<file path="src/rtl/rr_arbiter4_pkg.sv">
// Shared types and constants for the 4-way round-robin / fixed-priority arbiter.
package rr_arbiter4_pkg;

  localparam int unsigned N_REQ = 4;
  localparam int unsigned ID_W  = 2;

  typedef enum logic [0:0] {
    ST_IDLE = 1'b0,
    ST_OWN  = 1'b1
  } state_t;

  typedef enum logic {
    MODE_FIXED = 1'b0,
    MODE_RR    = 1'b1
  } mode_t;

  // Registered status presented to the requesters and the datapath select mux
  typedef struct packed {
    logic [N_REQ-1:0] grant;
    logic [ID_W-1:0]  grant_id;
    logic             gs;
    logic             idle;
    logic             timeout;
  } arb_status_t;

  localparam arb_status_t STATUS_IDLE = '{
    grant:    '0,
    grant_id: '0,
    gs:       1'b0,
    idle:     1'b1,
    timeout:  1'b0
  };

  function automatic logic [N_REQ-1:0] id2onehot(input logic [ID_W-1:0] id);
    return N_REQ'(1) << id;
  endfunction

endpackage

</file>
<file path="src/rtl/rr_arbiter4_if.sv">
// Request/grant bundle between the requester blocks and the arbiter.
interface rr_arbiter4_if;
  import rr_arbiter4_pkg::*;

  logic             en;
  logic             mode;
  logic [N_REQ-1:0] req;
  logic [N_REQ-1:0] grant;
  logic [ID_W-1:0]  grant_id;
  logic             gs;
  logic             idle;
  logic             timeout;

  modport master (
    output en, mode, req,
    input  grant, grant_id, gs, idle, timeout
  );

  modport slave (
    input  en, mode, req,
    output grant, grant_id, gs, idle, timeout
  );

endinterface

</file>
<file path="src/rtl/rr_pick4.sv">
// Combinational winner select: highest index (fixed) or first set bit from start (round-robin).
module rr_pick4
  import rr_arbiter4_pkg::*;
(
  input  logic [N_REQ-1:0] req,
  input  logic [ID_W-1:0]  start,
  input  logic             rr,
  output logic [ID_W-1:0]  id,
  output logic             valid
);

  logic [ID_W-1:0] idx;

  always_comb begin
    id    = '0;
    idx   = '0;
    valid = |req;
    if (rr) begin
      // Walk farthest-to-nearest so the nearest set bit after start wins last
      for (int k = int'(N_REQ) - 1; k >= 0; k--) begin
        idx = start + ID_W'(k);
        if (req[idx]) id = idx;
      end
    end else begin
      for (int i = 0; i < int'(N_REQ); i++) begin
        if (req[i]) id = ID_W'(i);
      end
    end
  end

endmodule

</file>
<file path="src/rtl/rr_arbiter4.sv">
// Four-requester arbiter: non-preemptive ownership with a hold timeout and a dead cycle between owners.
module rr_arbiter4
  import rr_arbiter4_pkg::*;
#(
  parameter int unsigned MAX_HOLD = 8
) (
  input  logic          clk,
  input  logic          rst,
  rr_arbiter4_if.slave  bus
);

  localparam int unsigned   CW        = $clog2(MAX_HOLD);
  localparam logic [CW-1:0] HOLD_LAST = CW'(MAX_HOLD - 1);

  state_t          state;
  logic [CW-1:0]   hold_cnt;
  logic [ID_W-1:0] last;
  arb_status_t     st;

  logic [ID_W-1:0] start_c;
  logic            rr_c;
  logic [ID_W-1:0] pick_id_c;
  logic            pick_valid_c;

  assign start_c = last + ID_W'(1);
  assign rr_c    = (mode_t'(bus.mode) == MODE_RR);

  rr_pick4 u_pick (
    .req   (bus.req),
    .start (start_c),
    .rr    (rr_c),
    .id    (pick_id_c),
    .valid (pick_valid_c)
  );

  always_ff @(posedge clk) begin
    if (rst) begin
      state    <= ST_IDLE;
      hold_cnt <= '0;
      last     <= ID_W'(N_REQ - 1);
      st       <= STATUS_IDLE;
    end else begin
      st.timeout <= 1'b0;
      case (state)
        ST_IDLE: begin
          if (bus.en && pick_valid_c) begin
            state       <= ST_OWN;
            hold_cnt    <= '0;
            last        <= pick_id_c;
            st.grant    <= id2onehot(pick_id_c);
            st.grant_id <= pick_id_c;
            st.gs       <= 1'b1;
            st.idle     <= 1'b0;
          end
        end
        ST_OWN: begin
          // Release takes precedence; expiry only revokes a still-requesting owner
          if (!bus.req[st.grant_id] || (hold_cnt == HOLD_LAST)) begin
            state      <= ST_IDLE;
            hold_cnt   <= '0;
            st         <= STATUS_IDLE;
            st.timeout <= bus.req[st.grant_id];
          end else begin
            hold_cnt <= hold_cnt + CW'(1);
          end
        end
        default: begin
          state    <= ST_IDLE;
          hold_cnt <= '0;
          st       <= STATUS_IDLE;
        end
      endcase
    end
  end

  assign bus.grant    = st.grant;
  assign bus.grant_id = st.grant_id;
  assign bus.gs       = st.gs;
  assign bus.idle     = st.idle;
  assign bus.timeout  = st.timeout;

endmodule

</file>
<file path="src/flat_wrapper.sv">
// flat-port wrapper written by rule: the top's interface ports become plain ports
module rr_arbiter4_flat import rr_arbiter4_pkg::*;
#(
  parameter int unsigned MAX_HOLD = 8
)
  (clk, rst, bus_en, bus_mode, bus_req, bus_grant, bus_grant_id, bus_gs, bus_idle, bus_timeout);
  rr_arbiter4_if bus_i ();
  input  logic clk;
  input  logic rst;
  input wire logic [$bits(bus_i.en)-1:0] bus_en;
  input wire logic [$bits(bus_i.mode)-1:0] bus_mode;
  input wire logic [$bits(bus_i.req)-1:0] bus_req;
  output wire logic [$bits(bus_i.grant)-1:0] bus_grant;
  output wire logic [$bits(bus_i.grant_id)-1:0] bus_grant_id;
  output wire logic [$bits(bus_i.gs)-1:0] bus_gs;
  output wire logic [$bits(bus_i.idle)-1:0] bus_idle;
  output wire logic [$bits(bus_i.timeout)-1:0] bus_timeout;
  assign bus_i.en = bus_en;
  assign bus_i.mode = bus_mode;
  assign bus_i.req = bus_req;
  assign bus_grant = bus_i.grant;
  assign bus_grant_id = bus_i.grant_id;
  assign bus_gs = bus_i.gs;
  assign bus_idle = bus_i.idle;
  assign bus_timeout = bus_i.timeout;
  rr_arbiter4 #(.MAX_HOLD(MAX_HOLD)) u_core (.clk(clk), .rst(rst), .bus(bus_i));
endmodule
</file>
<file path="config.mk">
export PLATFORM = sky130hd
export DESIGN_NAME = rr_arbiter4_flat
export DESIGN_NICKNAME = d
export VERILOG_FILES = /design/src/rtl/rr_arbiter4_pkg.sv /design/src/rtl/rr_arbiter4_if.sv /design/src/rtl/rr_pick4.sv /design/src/rtl/rr_arbiter4.sv /design/src/flat_wrapper.sv
export SDC_FILE = /design/constraint.sdc
export NUM_CORES = 1
export LEC_CHECK = 0
export BUFFER_PORTS_ARGS = -buffer_cell sky130_fd_sc_hd__buf_4
export CAP_MARGIN = 15
export CORE_ASPECT_RATIO = 0.7
export CORE_UTILIZATION = 30
export CTS_CLUSTER_DIAMETER = 200
export DETAILED_ROUTE_END_ITERATION = 7
export PLACE_DENSITY = 0.5
export SLEW_MARGIN = 25
export SYNTH_ARGS = -nofsm -noshare
export SYNTH_HDL_FRONTEND = slang
export SYNTH_SLANG_ARGS = --single-unit
</file>
<file path="constraint.sdc">
create_clock -name clk -period 2.3 [get_ports clk]
set_input_delay 0.23 -clock clk [delete_from_list [all_inputs] [get_ports clk]]
set_output_delay 0.23 -clock clk [all_outputs]
set_load 0.005 [all_outputs]
</file>
==> impl_summary.txt, run 1 <==
----------------------------------------------------
[Placed design]
  Placed wire-length estimate ... 1190 um
  Final Wtd Congestion ... 0.695
  Port Buffers ... 16

[Setup path]
  List of cells traversed by the critical path ... mux4_2, a21boi_0, nand2b_1, a21oi_1
  Worst-path maximum fanout ... 4
  R2r worst-path depth ... 4
  Crit path depth ... 4
  Start point of the critical path ... u_core.bus.grant_id[1]$_SDFFE_PP0P_
  Req. time, crit path ... 2.43 ns
  Largest delay share family, worst path ... multiplexers
  Worst path max stage delay ... 0.54 ns
  Reg-to-reg setup timing slack ... 0.65 ns
  R2R Path Start ... u_core.bus.grant_id[1]$_SDFFE_PP0P_
  Worst setup path endpoint ... u_core.bus.gs$_SDFFE_PP0P_
  Worst reg2reg path endpoint ... u_core.bus.gs$_SDFFE_PP0P_
  Data arrival time at the worst-slack endpoint ... 1.78 ns
  Setup crit start kind ... register
  Critical setup path kind ... register to register
  CP Buf/Inv Count ... 0
  Critical Path End Type ... register
  Cell type of the slowest stage on the worst timing path ... sky130_fd_sc_hd__mux4_2

[Yosys]
  Simple-gate share of the synthesized area ... 19.9%
  Area contributors post-synth ... sky130_fd_sc_hd__dfxtp_1 (39%), sky130_fd_sc_hd__o2bb2ai_1 (4.5%), sky130_fd_sc_hd__a21oi_1 (3.9%)
  Multiplexer share of the synthesized area ... 6.96%
  Flops & latches, synth ... 15
  Synth Area in XOR/XNOR ... 0%
  Syn Std Cell Area ... 773 um2
  Synthesized-area fraction occupied by adder cells ... 3.24%
  Distinct cell type count after synthesis ... 33
  Most area-hungry cell type in the Yosys netlist ... sky130_fd_sc_hd__dfxtp_1
  Synth Area in Compound Gates ... 23.1%
  Count of synthesis-stage warnings from yosys ... 0
  Synthesized instance count ... 79
  Main combinational cell family by area after synthesis ... compound AO/OA/AOI/OAI gates
  Sequential share of the synthesized area ... 38.8%
  Net count after synthesis ... 89
  Average cell area after synthesis ... 9.79 um2
  Area share of the largest cell type after synthesis ... 38.8%

[Clock network]
  Max Buffers Root-to-Sink ... 2
  Clock-pin transition on the worst setup and hold timing paths ... 0.06 ns
  Post-cts hold buffer count ... 0
  CTS tree ... yes
  CTS H-tree depth ... 1
  Clock insertion delay at the later pin of the skew report ... 0.24 ns
  Cts repair resizes ... 0
  Total clock buffers created by CTS ... 3
  # Post-CTS Setup Buffers ... 0
  Root Buffer ... sky130_fd_sc_hd__clkbuf_8
  Clock sinks ... 15

[Die]
  Die footprint ... 2790 um2
  # rows ... 14
  Y dimension of the die ... 44.5 um
  Area of the core ... 2290 um2
  Initial standard-cell utilization of the core ... 33.7%
  Die X-Extent ... 62.7 um
  # IOs ... 17

[GRT]
  Antenna violations before repair ... 0
  Number of global-route vias before repair ... 541
  Tot GR Track Use ... 11.7%
  Wire length of the first global-routing pass ... 2500 um
  Grt total ovfl ... 0
  Maximum number of pins on one net before global-route repair ... 12

[Layout]
  Number of nets in the layout ... 105
  Antenna diode instance count ... 0
  Total area of multi-input combinational cells ... 412 um2
  Fraction of layout instances using a drive strength above 1 ... 29.8%
  Reg area ... 300 um2
  Area grow syn2layout ... 20.6%
  Number of fill cells in the layout ... 238

[Pwr]
  Relative contribution of sequential cells to total power ... 46.9%
  Net switching power figure ... 0.164 mW
  Logic pwr share ... 19.5%
  Leakage Power ... 0.394 nW
  Post-layout total power ... 0.627 mW
  Part of the total power dissipated in the clock network ... 33.7%
  Worst VDD drop ... 0.408 mV
  Total power density per cell area ... 672 nW/um2
  Switching share of power ... 26.1%
  Cell Int Power ... 0.463 mW

[Routing]
  Number of design rule violations left after detail routing ... 0
  Via/cell ratio ... 4.91
  Vias ... 619
  DR WL/cell ... 12.3 um
  Length of the first detailed-routing pass in iterations ... 4
  Initial detailed-routing violation count ... 27
  Final ANT Viol Nets ... 0
  Overall routed net length ... 1540 um

[STA]
  Headroom to the max-slew limit ... 70.5%
  Final cycle utilization of the critical path ... 71.6%
  Achievable Freq ... 607 MHz
  Final-layout setup total negative slack ... 0 ns
  Unrepaired setup endpoints after global routing ... no
  Time the worst path needs with I/O delays and setup ... 1.65 ns
  Worst-margin pin slew ... 0.438 ns
  Number of endpoints failing setup at the final stage ... 0
  Pins over their slew limit ... 0
  Final hold violation count ... 0
  Clk_skew ... 0.00270 ns

[Run status]
  Run status ... completed

[Hold path]
  Worst hold path type ... input pin to register

[Flow run]
  Count of maximum capacitance violations ... 0

----------------------------------------------------
[stage by stage]
step	utilization, %	instances	hold WS, ns	instance area [um2]	setup slack [ns]
finish	40.6	126	0.250	932	0.654
global route	40.6	126	0.257	932	0.581
CTS	40.6	126	0.255	932	0.646
detailed placement	38.7	122	0.451	887	0.663
global placement	38.7	122	0.447	887	0.674
floorplan	-	79	0.447	773	0.743
[synth_stat cells]
cell type                   number
sky130_fd_sc_hd__a211o_1         2
sky130_fd_sc_hd__a21bo_2         1
sky130_fd_sc_hd__a21boi_0        1
sky130_fd_sc_hd__a21oi_1         6
sky130_fd_sc_hd__a22o_1          1
sky130_fd_sc_hd__a22oi_1         2
sky130_fd_sc_hd__a31oi_1         1
sky130_fd_sc_hd__and2b_2         1
sky130_fd_sc_hd__and3_4          1
sky130_fd_sc_hd__and3b_1         1
sky130_fd_sc_hd__and3b_2         1
sky130_fd_sc_hd__buf_2           2
sky130_fd_sc_hd__buf_6           2
sky130_fd_sc_hd__clkbuf_8        1
sky130_fd_sc_hd__dfxtp_1        15
sky130_fd_sc_hd__ha_1            2
sky130_fd_sc_hd__inv_1           4
sky130_fd_sc_hd__mux2_2          1
sky130_fd_sc_hd__mux2i_1         2
sky130_fd_sc_hd__mux4_2          1
sky130_fd_sc_hd__nand2_1         1
sky130_fd_sc_hd__nand2b_1        3
sky130_fd_sc_hd__nand4b_1        1
sky130_fd_sc_hd__nor2_1          8
sky130_fd_sc_hd__nor2_4          2
sky130_fd_sc_hd__nor3_1          2
sky130_fd_sc_hd__nor3b_1         2
sky130_fd_sc_hd__o211a_1         1
sky130_fd_sc_hd__o211ai_1        2
sky130_fd_sc_hd__o21ai_0         3
sky130_fd_sc_hd__o2bb2ai_1       4
sky130_fd_sc_hd__o41ai_1         1
sky130_fd_sc_hd__or2_2           1
[power by group through the flow]
stage	combinational [mW]	sequential, mW	clock (mW)
after global routing	0.135	0.296	0.231
after detailed placement	0.123	0.299	0
after floorplan	0.0873	0.295	0
after global placement	0.123	0.299	0
after CTS	0.124	0.294	0.217
final	0.122	0.294	0.211
[worst reg2reg max path, delay by kind of cell, from the launching register on]
family | cells | cell delay, ns
multiplexers | 1 | 0.54
flip-flops | 1 | 0.37
AO/OA/AOI/OAI | 2 | 0.47
AND/OR/NAND/NOR | 1 | 0.16
[cell type report]
cell class | instances | share of cell area (%)
multi-input cells | 55 | 44.2
flip-flops and latches | 15 | 32.2
repair buffers | 16 | 12.9
clock buffers | 4 | 4.83
well taps | 32 | 4.30
inverters | 4 | 1.61
[layer usage]
layer	part of all wire (%)	track usage (%)	vias to the layer above
met2	39	16.1	15
met3	6.2	5.67	0
met1	55	16.8	282
met5	0	0	-
li1	-	-	322
met4	0	1.40	0
[placed cells by master, fill, tap and decap left out, types with 3 or more instances in the layout]
cell / count
sky130_fd_sc_hd__a21oi_1: 6
sky130_fd_sc_hd__o21ai_0: 3
sky130_fd_sc_hd__dfxtp_1: 15
sky130_fd_sc_hd__buf_4: 16
sky130_fd_sc_hd__o2bb2ai_1: 4
sky130_fd_sc_hd__nand2b_1: 3
sky130_fd_sc_hd__nor2_1: 8
sky130_fd_sc_hd__clkbuf_8: 3
sky130_fd_sc_hd__inv_1: 4
[how the worst min path moves through the flow]
stage	slack [ns]	depth (start not counted)	startpoint	to
2_1_floorplan	0.45	3	rst	u_core.bus.grant[0]$_SDFFE_PP0P_
3_3_place_gp	0.45	1	u_core.bus.idle$_SDFFE_PP1P_	u_core.bus.idle$_SDFFE_PP1P_
3_5_place_dp	0.45	1	u_core.bus.grant[3]$_SDFFE_PP0P_	u_core.bus.grant[3]$_SDFFE_PP0P_
4_1_cts	0.25	2	rst	u_core.bus.gs$_SDFFE_PP0P_
5_1_grt	0.26	2	rst	u_core.bus.gs$_SDFFE_PP0P_
6_report	0.25	2	rst	u_core.bus.gs$_SDFFE_PP0P_
[registers in the layout, indices dropped and copies added (netlist names)]
register and count:
u_core.bus.grant 4, u_core.bus.grant_id 2, u_core.bus.gs 1, u_core.bus.idle 1
u_core.bus.timeout 1, u_core.hold_cnt 3, u_core.last 2, u_core.state 1
[cell families after synthesis]
kind of cell | count (synthesis)
compound gates | 25
flops | 15
fa+ha+maj | 2
mux | 4
simple gates | 24
buf+inv | 9
No activity file was read; power rests on OpenSTA's default activity.
==> run 2, diff against run 1 <==
--- a/config.mk
+++ b/config.mk
@@ -5,13 +5,14 @@
 export SDC_FILE = /design/constraint.sdc
 export NUM_CORES = 1
 export LEC_CHECK = 0
+export ABC_AREA = 1
 export BUFFER_PORTS_ARGS = -buffer_cell sky130_fd_sc_hd__buf_4
 export CAP_MARGIN = 15
 export CORE_ASPECT_RATIO = 0.7
 export CORE_UTILIZATION = 30
 export CTS_CLUSTER_DIAMETER = 200
 export DETAILED_ROUTE_END_ITERATION = 7
-export PLACE_DENSITY = 0.5
+export PLACE_DENSITY = 0.52
 export SLEW_MARGIN = 25
 export SYNTH_ARGS = -nofsm -noshare
 export SYNTH_HDL_FRONTEND = slang
==> constraint.sdc (replaced) <==
create_clock -name clk -period 1.4 [get_ports clk]
set_input_delay 0.14 -clock clk [delete_from_list [all_inputs] [get_ports clk]]
set_output_delay 0.14 -clock clk [all_outputs]
set_load 0.005 [all_outputs]
==> impl_summary.txt, run 2 <==
----------------------------------------------------
[Yosys]
  Sequential share of the synthesized area ... 36.3% (-2.6 points)
  Synth Flop Type ... sky130_fd_sc_hd__dfxtp_1
  Count of synthesis-stage warnings from yosys ... 0 (unchanged)
  Area share of the largest cell type after synthesis ... 36.3% (-2.6 points)
  Count of flip-flops with a built-in enable after synthesis ... 0 (unchanged)
  Net count after synthesis ... 141 (+58%)
  Average cell area after synthesis ... 6.32 um2 (-35%)
  Area contributors post-synth ... sky130_fd_sc_hd__dfxtp_1 (36%), sky130_fd_sc_hd__nand2_1 (23%), sky130_fd_sc_hd__inv_1 (6.8%)
  Ys async rst share ... 0% (unchanged)
  Most area-hungry cell type in the Yosys netlist ... sky130_fd_sc_hd__dfxtp_1
  Flops & latches, synth ... 15 (unchanged)
  Distinct cell type count after synthesis ... 17 (-48%)
  Most used standard cell by instance count after synthesis ... sky130_fd_sc_hd__nand2_1
  Synthesized instance count ... 131 (+66%)
  Syn Std Cell Area ... 828 um2 (+7.1%)
  Top cells by instance count after synthesis ... sky130_fd_sc_hd__nand2_1 (50), sky130_fd_sc_hd__dfxtp_1 (15), sky130_fd_sc_hd__inv_1 (15)

[Layout]
  Fraction of layout instances using a drive strength above 1 ... 47.9% (+18 points)
  Largest registers ... u_core.bus.grant: 4 flops, u_core.hold_cnt: 3 flops
  Number of fill cells in the layout ... 259 (+8.8%)
  Antenna diode instance count ... 0 (unchanged)
  Most common cell after layout, fill and taps aside ... sky130_fd_sc_hd__buf_4
  Reg area ... 307 um2 (+2.1%)
  Flip-flop count of the largest register after layout ... 4 (unchanged)
  Register bank with the most flops ... u_core.bus.grant
  Number of nets in the layout ... 174 (+66%)
  Area grow syn2layout ... 54.5%
  Final standard cell count with taps included and fillers excluded ... 197 (+56%)
  Commonest cells after routing, fill and taps aside ... sky130_fd_sc_hd__buf_4 (27), sky130_fd_sc_hd__nand2_1 (24), sky130_fd_sc_hd__nand2_2 (23)
  Total area of multi-input combinational cells ... 597 um2 (+45%)

[Routing]
  Via/cell ratio ... 4.65 (-5.4%)
  Final ANT Viol Nets ... 0 (unchanged)
  Vias ... 916 (+48%)
  Number of design rule violations left after detail routing ... 0 (unchanged)
  Initial detailed-routing violation count ... 25 (-7.4%)
  Overall routed net length ... 2250 um (+45%)
  DR WL/cell ... 11.4 um (-7.0%)
  Length of the first detailed-routing pass in iterations ... 4 (unchanged)

[Setup path]
  CP Buf/Inv Count ... 1 (+1)
  Cell repeated most along the worst path ... sky130_fd_sc_hd__nor2_1
  Req. time, crit path ... 1.59 ns (-0.84 ns)
  Largest delay share family, worst path ... simple AND/OR/NAND/NOR gates
  Worst reg2reg path endpoint ... u_core.bus.grant[3]$_SDFFE_PP0P_
  Reg-to-reg setup timing slack ... -0.06 ns (-0.71 ns)
  List of cells traversed by the critical path ... buf_4, nand2_2, nand2_4, nand2_2, and2_4, nand3_1, nand3_2, nand3_4, nor2_1, nor2_1, nor2_1
  Critical setup path kind ... register to register
  R2R Path Start ... u_core.last[0]$_SDFFE_PP1P_
  Cell type of the slowest stage on the worst timing path ... sky130_fd_sc_hd__dfxtp_4
  Critical Path End Type ... register
  Data arrival time at the worst-slack endpoint ... 1.65 ns (-0.13 ns)
  R2r worst-path depth ... 11 (+7)
  Setup crit start kind ... register
  Worst path max stage delay ... 0.36 ns (-0.18 ns)
  Worst-path maximum fanout ... 4 (unchanged)

[Pwr]
  Post-layout total power ... 1.31 mW (+110%)
  Total power density per cell area ... 1030 nW/um2 (+53%)
  Leakage Power ... 0.631 nW (+60%)
  Worst VDD drop ... 0.743 mV (+82%)

[Placed design]
  Final Wtd Congestion ... 0.862 (+24%)
  Placed instance count ... 192 (+57%)
  Port Buffers ... 16 (unchanged)
  Placed wire-length estimate ... 1560 um (+32%)

[Clock network]
  Total clock buffers created by CTS ... 3 (unchanged)
  CTS tree ... yes
  Root Buffer ... sky130_fd_sc_hd__clkbuf_8
  Clock insertion delay at the later pin of the skew report ... 0.25 ns (about the same)
  Clock-pin transition on the worst setup and hold timing paths ... 0.06 ns (about the same)
  CTS H-tree depth ... 1 (unchanged)
  Post-cts hold buffer count ... 0 (unchanged)
  Clock sinks ... 15 (unchanged)
  Max Buffers Root-to-Sink ... 2 (unchanged)

[Die]
  Die footprint ... 2980 um2 (+6.8%)
  Die X-Extent ... 64.8 um (+3.4%)
  # IOs ... 17 (unchanged)
  Y dimension of the die ... 46.0 um (+3.3%)
  Area of the core ... 2530 um2 (+10%)
  Initial standard-cell utilization of the core ... 32.7% (-1.0 points)
  # rows ... 15 (+1)

[STA]
  Final Hold Slack ... 0.131 ns (-0.119 ns)
  Headroom to the max-slew limit ... 73.3% (+2.7 points)
  Worst-case setup margin in the final layout ... -0.0609 ns (-0.714 ns)
  Clk_skew ... 0.00242 ns (-0.000281 ns)
  Time the worst path needs with I/O delays and setup ... 1.46 ns (-0.186 ns)
  Achievable Freq ... 685 MHz (+13%)
  Number of endpoints failing setup at the final stage ... 4 (+4)
  Worst-margin pin slew ... 0.399 ns (-0.0387 ns)
  Unrepaired setup endpoints after global routing ... yes
  Final hold violation count ... 0 (unchanged)
  Pins over their slew limit ... 0 (unchanged)
  Final cycle utilization of the critical path ... 104% (+33 points)

[GRT]
  Number of global-route vias before repair ... 764 (+41%)
  Wire length of the first global-routing pass ... 3360 um (+35%)
  Tot GR Track Use ... 15.0% (+3.2 points)
  Grt total ovfl ... 0 (unchanged)
  Antenna violations before repair ... 0 (unchanged)
  Maximum number of pins on one net before global-route repair ... 11 (-1)

[Hold path]
  HP Start ... rst
  Hold endpoint ... u_core.bus.grant[1]$_SDFFE_PP0P_
  Worst hold path type ... input pin to register
  Cell depth of the worst min-delay path ... 2 (unchanged)

[Run status]
  Run status ... complete, but fails checks
  Failing checks ... negative setup slack

[Flow run]
  Count of maximum capacitance violations ... 0 (unchanged)

----------------------------------------------------
[run 2: cell count changes after synthesis, sizes merged, moves of 3 or more]
cell	before	now
a21oi	6	9
buf	4	0
inv	4	16
nand2	1	52
nand2b	3	0
nand3	0	12
nor2	10	13
o2bb2ai	4	0
[run 2: area by class of cell]
class / instances / share of cell area (%)
inverters: 16 / 4.89
clock inverters: 1 / 0.391
multi-input cells: 99 / 46.6
flip-flops and latches: 15 / 23.9
well taps: 34 / 3.32
repair buffers: 29 / 17.6
clock buffers: 3 / 3.23
[run 2: cell families (layout without fill, tap and decap cells)]
logic type,Yosys count,after routing,share of synthesized area (%)
simple gates,79,79,40.5
buf+inv,17,49,7.70
fa+ha+maj,2,2,3.02
flops,15,15,36.3
compound gates,18,18,12.5
[run 2: worst max-delay path by stage]
stage | start | to | depth (start not counted)
floorplan | u_core.last[0]$_SDFFE_PP1P_ | u_core.bus.grant[1]$_SDFFE_PP0P_ | 12
global placement | u_core.last[0]$_SDFFE_PP1P_ | u_core.bus.grant[1]$_SDFFE_PP0P_ | 11
detailed placement | u_core.last[0]$_SDFFE_PP1P_ | u_core.bus.grant[1]$_SDFFE_PP0P_ | 11
CTS | u_core.last[0]$_SDFFE_PP1P_ | u_core.bus.grant[3]$_SDFFE_PP0P_ | 12
global route | u_core.last[0]$_SDFFE_PP1P_ | u_core.bus.grant[1]$_SDFFE_PP0P_ | 11
finish | u_core.last[0]$_SDFFE_PP1P_ | u_core.bus.grant[3]$_SDFFE_PP0P_ | 11
[run 2: layer usage]
metal	wire length (um)	share of wire, %	global-route usage (%)	vias to the layer above
met5	0	0	0	-
met4	0	0	1.33	0
met3	93	4.1	5.50	0
met2	1020	45	21.5	13
met1	1130	50	21.8	416
li1	-	-	-	487
[run 2: worst register-to-register path, stage by stage, from the launching register on]
cell                      delay, ns
sky130_fd_sc_hd__dfxtp_4       0.36
sky130_fd_sc_hd__buf_4         0.14
sky130_fd_sc_hd__nand2_2       0.07
sky130_fd_sc_hd__nand2_4       0.06
sky130_fd_sc_hd__nand2_2       0.07
sky130_fd_sc_hd__and2_4        0.14
sky130_fd_sc_hd__nand3_1       0.08
sky130_fd_sc_hd__nand3_2       0.12
sky130_fd_sc_hd__nand3_4       0.10
sky130_fd_sc_hd__nor2_1        0.14
sky130_fd_sc_hd__nor2_1        0.05
sky130_fd_sc_hd__nor2_1        0.07
[run 2: power by group]
group	switching (mW)	leakage (nW)	internal [mW]
clock network	0.153	0.0255	0.197
registers	0.0256	0.123	0.462
logic	0.264	0.482	0.212
total	0.443	0.631	0.870
[run 2: metrics by stage]
stage / cell area, um2 / utilization (%) / TNS (ns) / setup slack [ns]
2_1_floorplan: 828 / - / 0 / 0.0432
3_3_place_gp: 1080 / 42.5 / -0.0402 / -0.0349
3_5_place_dp: 1080 / 42.5 / -0.133 / -0.0506
4_1_cts: 1130 / 44.7 / -0.00544 / -0.00544
5_1_grt: 1280 / 50.5 / -0.682 / -0.143
6_report: 1280 / 50.5 / -0.154 / -0.0609
[run 2: what timing repair did]
action                     CTS  global route
pin swaps                    2            15
setup endpoints to repair    7             9
setup buffers                0             1
gates resized for setup      5            44
